## src/rtl/rom_128x16.sv

```systemverilog
// 128 x 16 read-only instruction/data image, registered address (1-cycle read),
// optional output register (2-cycle read). Contents: word i holds 10*i.
module rom_128x16 #(
   parameter int OUT_REG = 0
) (
   input  logic        Clk,
   input  logic        Reset,
   input  logic [6:0]  address,
   output logic [15:0] q
);

   localparam int ADDR_W = 7;
   localparam int DATA_W = 16;

   // Power-up value keeps q defined before the first edge.
   logic [ADDR_W-1:0] r_addr = '0;
   logic [DATA_W-1:0] w_rom;

   always_ff @(posedge Clk) begin
      if (Reset) r_addr <= '0;
      else       r_addr <= address;
   end

   always_comb begin
      w_rom = '0;
      case (r_addr)
         7'd0:   w_rom = 16'd0;    7'd1:   w_rom = 16'd10;   7'd2:   w_rom = 16'd20;   7'd3:   w_rom = 16'd30;
         7'd4:   w_rom = 16'd40;   7'd5:   w_rom = 16'd50;   7'd6:   w_rom = 16'd60;   7'd7:   w_rom = 16'd70;
         7'd8:   w_rom = 16'd80;   7'd9:   w_rom = 16'd90;   7'd10:  w_rom = 16'd100;  7'd11:  w_rom = 16'd110;
         7'd12:  w_rom = 16'd120;  7'd13:  w_rom = 16'd130;  7'd14:  w_rom = 16'd140;  7'd15:  w_rom = 16'd150;
         7'd16:  w_rom = 16'd160;  7'd17:  w_rom = 16'd170;  7'd18:  w_rom = 16'd180;  7'd19:  w_rom = 16'd190;
         7'd20:  w_rom = 16'd200;  7'd21:  w_rom = 16'd210;  7'd22:  w_rom = 16'd220;  7'd23:  w_rom = 16'd230;
         7'd24:  w_rom = 16'd240;  7'd25:  w_rom = 16'd250;  7'd26:  w_rom = 16'd260;  7'd27:  w_rom = 16'd270;
         7'd28:  w_rom = 16'd280;  7'd29:  w_rom = 16'd290;  7'd30:  w_rom = 16'd300;  7'd31:  w_rom = 16'd310;
         7'd32:  w_rom = 16'd320;  7'd33:  w_rom = 16'd330;  7'd34:  w_rom = 16'd340;  7'd35:  w_rom = 16'd350;
         7'd36:  w_rom = 16'd360;  7'd37:  w_rom = 16'd370;  7'd38:  w_rom = 16'd380;  7'd39:  w_rom = 16'd390;
         7'd40:  w_rom = 16'd400;  7'd41:  w_rom = 16'd410;  7'd42:  w_rom = 16'd420;  7'd43:  w_rom = 16'd430;
         7'd44:  w_rom = 16'd440;  7'd45:  w_rom = 16'd450;  7'd46:  w_rom = 16'd460;  7'd47:  w_rom = 16'd470;
         7'd48:  w_rom = 16'd480;  7'd49:  w_rom = 16'd490;  7'd50:  w_rom = 16'd500;  7'd51:  w_rom = 16'd510;
         7'd52:  w_rom = 16'd520;  7'd53:  w_rom = 16'd530;  7'd54:  w_rom = 16'd540;  7'd55:  w_rom = 16'd550;
         7'd56:  w_rom = 16'd560;  7'd57:  w_rom = 16'd570;  7'd58:  w_rom = 16'd580;  7'd59:  w_rom = 16'd590;
         7'd60:  w_rom = 16'd600;  7'd61:  w_rom = 16'd610;  7'd62:  w_rom = 16'd620;  7'd63:  w_rom = 16'd630;
         7'd64:  w_rom = 16'd640;  7'd65:  w_rom = 16'd650;  7'd66:  w_rom = 16'd660;  7'd67:  w_rom = 16'd670;
         7'd68:  w_rom = 16'd680;  7'd69:  w_rom = 16'd690;  7'd70:  w_rom = 16'd700;  7'd71:  w_rom = 16'd710;
         7'd72:  w_rom = 16'd720;  7'd73:  w_rom = 16'd730;  7'd74:  w_rom = 16'd740;  7'd75:  w_rom = 16'd750;
         7'd76:  w_rom = 16'd760;  7'd77:  w_rom = 16'd770;  7'd78:  w_rom = 16'd780;  7'd79:  w_rom = 16'd790;
         7'd80:  w_rom = 16'd800;  7'd81:  w_rom = 16'd810;  7'd82:  w_rom = 16'd820;  7'd83:  w_rom = 16'd830;
         7'd84:  w_rom = 16'd840;  7'd85:  w_rom = 16'd850;  7'd86:  w_rom = 16'd860;  7'd87:  w_rom = 16'd870;
         7'd88:  w_rom = 16'd880;  7'd89:  w_rom = 16'd890;  7'd90:  w_rom = 16'd900;  7'd91:  w_rom = 16'd910;
         7'd92:  w_rom = 16'd920;  7'd93:  w_rom = 16'd930;  7'd94:  w_rom = 16'd940;  7'd95:  w_rom = 16'd950;
         7'd96:  w_rom = 16'd960;  7'd97:  w_rom = 16'd970;  7'd98:  w_rom = 16'd980;  7'd99:  w_rom = 16'd990;
         7'd100: w_rom = 16'd1000; 7'd101: w_rom = 16'd1010; 7'd102: w_rom = 16'd1020; 7'd103: w_rom = 16'd1030;
         7'd104: w_rom = 16'd1040; 7'd105: w_rom = 16'd1050; 7'd106: w_rom = 16'd1060; 7'd107: w_rom = 16'd1070;
         7'd108: w_rom = 16'd1080; 7'd109: w_rom = 16'd1090; 7'd110: w_rom = 16'd1100; 7'd111: w_rom = 16'd1110;
         7'd112: w_rom = 16'd1120; 7'd113: w_rom = 16'd1130; 7'd114: w_rom = 16'd1140; 7'd115: w_rom = 16'd1150;
         7'd116: w_rom = 16'd1160; 7'd117: w_rom = 16'd1170; 7'd118: w_rom = 16'd1180; 7'd119: w_rom = 16'd1190;
         7'd120: w_rom = 16'd1200; 7'd121: w_rom = 16'd1210; 7'd122: w_rom = 16'd1220; 7'd123: w_rom = 16'd1230;
         7'd124: w_rom = 16'd1240; 7'd125: w_rom = 16'd1250; 7'd126: w_rom = 16'd1260; 7'd127: w_rom = 16'd1270;
      endcase
   end

   generate
      if (OUT_REG != 0) begin : g_oreg
         logic [DATA_W-1:0] r_q = '0;
         always_ff @(posedge Clk) begin
            if (Reset) r_q <= '0;
            else       r_q <= w_rom;
         end
         assign q = r_q;
      end else begin : g_comb
         assign q = w_rom;
      end
   endgenerate

endmodule

```

## config.mk

```make
export PLATFORM = sky130hd
export DESIGN_NAME = rom_128x16
export DESIGN_NICKNAME = d
export VERILOG_FILES = /design/src/rtl/rom_128x16.sv
export SDC_FILE = /design/constraint.sdc
export NUM_CORES = 1
export LEC_CHECK = 0
export CAP_MARGIN = 15
export CORE_MARGIN = 8
export CORE_UTILIZATION = 45
export CTS_CLUSTER_DIAMETER = 200
export DETAILED_ROUTE_END_ITERATION = 12
export GPL_TIMING_DRIVEN = 0
export HOLD_SLACK_MARGIN = 0.02
export PLACE_DENSITY = 0.82
export SLEW_MARGIN = 20
export SYNTH_ARGS = -nofsm -noshare
export SYNTH_HDL_FRONTEND = slang
export SYNTH_SLANG_ARGS = --single-unit
```

## constraint.sdc

```tcl
create_clock -name Clk -period 4.1 [get_ports Clk]
set_clock_uncertainty 0.2 [all_clocks]
set_input_delay 1.025 -clock Clk [delete_from_list [all_inputs] [get_ports Clk]]
set_output_delay 1.025 -clock Clk [all_outputs]
set_load 0.005 [all_outputs]
```

==> impl_metrics.py, run 1 <==
metrics = {
    "cts": {
        "clkSinkCount": 10,
        "root_buffer": "clkbuf_4",
        "ctsHoldBuffers": 0,
        "postCtsSetupRepairBufs": 0,
        "cts_tree": "built",
        "cts_resized": 0,
        "ctsLongestPathBuffers": 2,
        "cts_buffers": 3,
        "clk_pin_slew_ns": 0.07,
        "cts-htree-levels": 1,
    },
    "setup_path": {
        "start_kind": "input port",
        "cp_top_family": "buffers and inverters",
        "critical_path_peak_fanout": 10,
        "cpPeakStageDelay_ns": 0.47,
        "path_buf_inv": 3,
        "endpoint_kind": "flip-flop",
        "worstPathArrival_ns": 2.96,
        "crit_type": "input port to flip-flop",
        "worstPathCellList": "clkdlybuf4s50_1 > buf_2 > nand2b_1 > inv_1 > ha_1 > a21oi_2 > o21ai_0 > o2bb2ai_1 > a221oi_2",
        "crit_required_ns": 4.08,
        "critPathSlowestCell": "clkdlybuf4s50_1",
    },
    "floorplanning": {
        "start_util_pct": 45.82,
        "die_h_um": 54.24,
        "rows": 14,
        "die_x_um": 54.24,
        "pin_count": 25,
        "die_area_mm2": 0.002942,
        "core_area_mm2": 0.001436,
    },
    "placement": {
        "portBuffers": 18,
        "pre_cts_ws_ns": 0.8418,
        "hpwlAfterDp_um": 1096,
        "gp_congestion": 0.7960,
    },
    "finish": {
        "fin_nets": 115,
        "register_area_um2": 200.2,
        "multiInputGateArea_um2": 387.9,
        "nFillCells": 126,
        "areaGrowthSynthToFinish_pct": 38.78,
        "largest_reg_flops": 10,
        "postLayoutCoreUtil_pct": 63.59,
        "num_antenna_cells": 0,
        "layout-drive-gt1-share_pct": 20.59,
    },
    "sta": {
        "rsz0062_at_grt": "no",
        "hold_viol": 0,
        "slew_violations": 0,
        "timing.fmax_mhz": 335.3,
        "fin_crit_sh_pct": 72.74,
        "setup_ws_ns": 1.118,
        "setup_tns_ns": 0,
        "fin_crit_ns": 2.982,
        "setup_viol": 0,
    },
    "routing": {
        "drt_iter0_drc": 9,
        "drt-vias-per-instance": 5.000,
        "drc": 0,
        "drt_pass1_iterations": 4,
        "routedWlPerCell_um": 11.73,
        "vias": 590,
        "ant_nets": 0,
        "routed_wl_um": 1384,
    },
    "yosys": {
        "ys_types": 29,
        "synth-seq-area-share_pct": 30.42,
        "synth_top_cell_area_share_pct": 30.42,
        "synth-async-reset-ratio_pct": 0,
        "synthTopCellsByArea": "dfxtp_1 30%, buf_4 6.8%, ha_1 5.7%, nor2_1 5.1%, nand2b_1 4.8%",
        "ys_seq_elements": 10,
        "synth_edf_count": 0,
        "ys.flop_type": "dfxtp_1",
        "yosysMostFrequentCell": "dfxtp_1",
        "syn_area_per_cell_um2": 8.775,
        "synth_common_cells": "10 x dfxtp_1, 9 x nor2_1, 6 x buf_4",
        "yosysWarnings": 0,
        "synth_top_area_cell": "dfxtp_1",
        "synth_area_um2": 658.1,
        "synthCells": 75,
    },
    "outcome": {
        "status": "finished, final reports clean",
    },
    "pwr": {
        "p_leak_uw": 0.0004040,
        "vdd_drop_max_uv": 141.1,
        "powerDensity_mw_per_mm2": 292.9,
    },
    "global_routing": {
        "grt_use_total_pct": 10.98,
        "overflow": 0,
        "grt_pass1_wl_um": 2421,
        "antenna_found_initial": 0,
        "grt_max_degree": 11,
        "grt_pass1_vias": 541,
    },
    "hold_path": {
        "hold_path_class": "input port to flip-flop",
    },
    "job": {
        "cap_violations": 0,
    },
}
## where the power goes
part	internal [uW]	leakage, uW	switching [uW]
clock network	54.0	0.0000210	35.2
logic	40.8	0.000300	31.4
registers	105	0.0000833	1.65
total	199	0.000404	68.3
## cells in the final DEF (no fill, tap or decap)
cell type,instances
o2bb2ai_1,1
clkbuf_4,3
xor2_1,1
xnor2_1,3
o21ba_2,1
inv_1,3
clkdlybuf4s50_1,18
clkbuf_8,1
nand2_1,3
buf_6,2
o21bai_2,2
dfxtp_1,10
mux2i_1,1
ha_1,3
a21o_1,1
o21ai_1,2
o21ai_0,2
a21oi_2,3
or3b_1,2
a221oi_2,1
conb_1,6
nor2_1,9
o211a_1,1
a2bb2oi_1,1
a31oi_1,1
buf_2,2
buf_4,6
a211oi_1,4
o211ai_1,1
nor2b_1,1
a21oi_1,2
nand2b_1,5
## per-layer routing
metal  vias up  GRT usage, %  part of all wire, %
met5         -             0                    0
met4         0         7.377                  3.0
met3         5         2.174                   10
met2        31         17.75                   47
met1       255         12.79                   40
li1        299             -                    -
## through the flow
stage / cell area [um2] / std cells / hold WS, ns / power, uW
2_1_floorplan: 676.9 / 80 / 0.9135 / 149.8
3_3_place_gp: 877.1 / 114 / 1.482 / 178.4
3_5_place_dp: 877.1 / 114 / 1.495 / 180.4
4_1_cts: 913.4 / 118 / 1.207 / 268.3
5_1_grt: 913.4 / 118 / 1.228 / 283.7
6_report: 913.4 / 118 / 1.214 / 267.5
## worst paths after layout
check                 startpoint    to  slack (ns)  cells after the start
worst min-delay path  address[0]  q[3]        1.21                      3
worst max-delay path       Reset  q[7]        1.12                      9
## cell families (layout without fill, tap and decap cells)
family                     after synthesis  in the layout  synth area share, %
AOI/OAI and AO/OA                       23             23                27.76
xor gates and xnor gates                 4              4                5.324
adders and majority gates                3              3                5.704
buffers and inverters                   13             35                13.50
DFF                                     10             10                30.42
muxes                                    1              1                1.521
other                                    1              6               0.5698
and+or+nand+nor                         20             20                15.21
## area by class of cell
type                    count  area share (%)
plain buffers              10           8.493
clock buffers               4           3.973
inverters                   3           1.233
multi-input cells          57           42.47
flip-flops and latches     10           21.92
well taps                  16           2.192
repair buffers             18           19.73
(Power assumes the default switching activity.)
==> run 2, diff against run 1 <==
--- a/config.mk
+++ b/config.mk
@@ -7,12 +7,12 @@
 export LEC_CHECK = 0
 export CAP_MARGIN = 15
 export CORE_MARGIN = 8
-export CORE_UTILIZATION = 45
+export CORE_UTILIZATION = 42
 export CTS_CLUSTER_DIAMETER = 200
 export DETAILED_ROUTE_END_ITERATION = 12
 export GPL_TIMING_DRIVEN = 0
 export HOLD_SLACK_MARGIN = 0.02
-export PLACE_DENSITY = 0.82
+export PLACE_DENSITY = 0.77
 export SLEW_MARGIN = 20
 export SYNTH_ARGS = -nofsm -noshare
 export SYNTH_HDL_FRONTEND = slang
==> constraint.sdc (replaced) <==
create_clock -name Clk -period 2.8 [get_ports Clk]
set_clock_uncertainty 0.2 [all_clocks]
set_input_delay 0.7 -clock Clk [delete_from_list [all_inputs] [get_ports Clk]]
set_output_delay 0.7 -clock Clk [all_outputs]
set_load 0.005 [all_outputs]
==> impl_metrics.py, run 2 (synthesized netlist as in run 1, its figures left out) <==
metrics = {
    "hold_path": {
        "hold_end": "q[1]",
        "hp-start": "address[0]",
        "whs_path_depth": 2,
        "hold_path_class": "input port to flip-flop",
    },
    "pwr": {
        "vdd_drop_max_uv": 195.3,
        "p_sw_share_pct": 26.91,
        "clockPowerShare_pct": 26.8,
        "intPower_uw": 262.6,
        "power_switching_uw": 96.71,
        "combPwrFrac_pct": 29.9,
        "powerDensity_mw_per_mm2": 398.3,
        "pwr-share-seq_pct": 43.2,
        "p_leak_uw": 0.0003975,
    },
    "routing": {
        "ant_nets": 0,
        "vias": 608,
        "routedWlPerCell_um": 12.88,
        "routed_wl_um": 1507,
        "drt-vias-per-instance": 5.197,
        "drc": 0,
        "drt_iter0_drc": 12,
        "drt_pass1_iterations": 4,
    },
    "placement": {
        "placed_cell_area_um2": 877.1,
        "gp_congestion": 0.7588,
        "portBuffers": 18,
        "hpwlAfterDp_um": 1094,
    },
    "cts": {
        "root_buffer": "clkbuf_4",
        "cts_tree": "built",
        "clkSinkCount": 10,
        "clk_pin_slew_ns": 0.06,
        "ctsLongestPathBuffers": 2,
        "postCtsSetupRepairBufs": 0,
        "cts_buffers": 3,
        "cts-htree-levels": 1,
    },
    "finish": {
        "final_common_cell": "clkdlybuf4s50_1",
        "postLayoutCellArea_um2": 902.1,
        "num_antenna_cells": 0,
        "nFillCells": 136,
        "layout_common_cells": "18 x clkdlybuf4s50_1, 10 x dfxtp_1, 9 x nor2_1",
        "areaGrowthSynthToFinish_pct": 37.07,
        "layout-drive-gt1-share_pct": 19.80,
        "register_area_um2": 200.2,
        "fin_nets": 115,
        "multiInputGateArea_um2": 387.9,
        "largest_reg_flops": 10,
    },
    "global_routing": {
        "grt_pass1_vias": 609,
        "grt_max_degree": 11,
        "antenna_found_initial": 0,
        "overflow": 0,
        "grt_use_total_pct": 10.09,
        "grt_pass1_wl_um": 2615,
    },
    "sta": {
        "fin_crit_ns": 2.677,
        "slew_violations": 0,
        "timing.fmax_mhz": 373.5,
        "hold_ws_ns": 0.9146,
        "setup_viol": 0,
        "fin_crit_sh_pct": 95.62,
        "hold_viol": 0,
    },
    "setup_path": {
        "crit_required_ns": 2.77,
        "endpoint_kind": "flip-flop",
        "start_kind": "input port",
        "crit_type": "input port to flip-flop",
        "critical_path_peak_fanout": 10,
        "timing.critical_path.from": "Reset",
        "worstPathArrival_ns": 2.65,
    },
    "floorplanning": {
        "pin_count": 25,
        "die_area_mm2": 0.003090,
        "start_util_pct": 44.20,
        "die_h_um": 55.59,
        "die_x_um": 55.59,
        "rows": 14,
        "core_area_mm2": 0.001489,
    },
    "outcome": {
        "status": "finished, final reports clean",
    },
    "job": {
        "cap_violations": 0,
    },
}
run 2: changes by cell type in the layout (fill, tap and decap cells not counted):
cell	previous run	this run
buf_2	2	1
clkbuf_8	1	0
clkbuf_4	3	4
run 2: final cells by class:
cell class | instances | area share, %
well taps | 16 | 2.219
flip-flops and latches | 10 | 22.19
clock buffers | 3 | 2.497
multi-input cells | 57 | 43.00
plain buffers | 10 | 8.877
inverters | 3 | 1.248
repair buffers | 18 | 19.97
run 2: metal layers:
| metal | track usage, % | vias to the layer above | part of all wire [%] |
|---|---|---|---|
| met5 | 0 | - | 0 |
| met4 | 8.451 | 0 | 3.7 |
| met3 | 2.740 | 7 | 6.6 |
| met2 | 15.87 | 27 | 46 |
| met1 | 10.94 | 273 | 44 |
| li1 | - | 301 | - |
run 2: timing repair:
action / in CTS / in global routing
hold buffers: 0 / 0
resized for setup: 0 / 1
endpoints found under the setup margin: 0 / 2
run 2: how the worst max path moves through the flow:
stage	endpoint	slack, ns
5_1_grt	q[7]	-0.01
3_3_place_gp	q[7]	-0.07
2_1_floorplan	q[7]	0.55
3_5_place_dp	q[7]	-0.14
4_1_cts	q[7]	0.12
6_report	q[7]	0.12
run 2: worst max-delay path, cell delays in order:
cell,delay [ns]
clkdlybuf4s50_1,0.47
clkbuf_4,0.20
nand2b_1,0.18
inv_1,0.08
ha_1,0.26
a21oi_2,0.21
o21ai_0,0.13
o2bb2ai_1,0.16
a221oi_2,0.26
run 2: stage by stage:
step	utilization, %	std cells	power, uW	worst slack, ns	setup TNS (ns)
final	60.59	117	359.3	0.1226	0
after global routing	60.59	117	379.0	-0.009857	-0.009857
after CTS	60.42	117	359.3	0.1160	0
after detailed placement	58.91	114	264.4	-0.1425	-0.2650
after global placement	58.91	114	261.2	-0.07301	-0.07301
after floorplan	-	80	219.3	0.5519	0
run 2: power by group through the flow:
stage / Clock, uW / Combinational (uW) / Sequential (uW)
global placement: 0 / 103 / 158
floorplan: 0 / 58.7 / 161
detailed placement: 0 / 105 / 159
global route: 105 / 118 / 156
finish: 96.4 / 108 / 155
CTS: 96.7 / 107 / 156
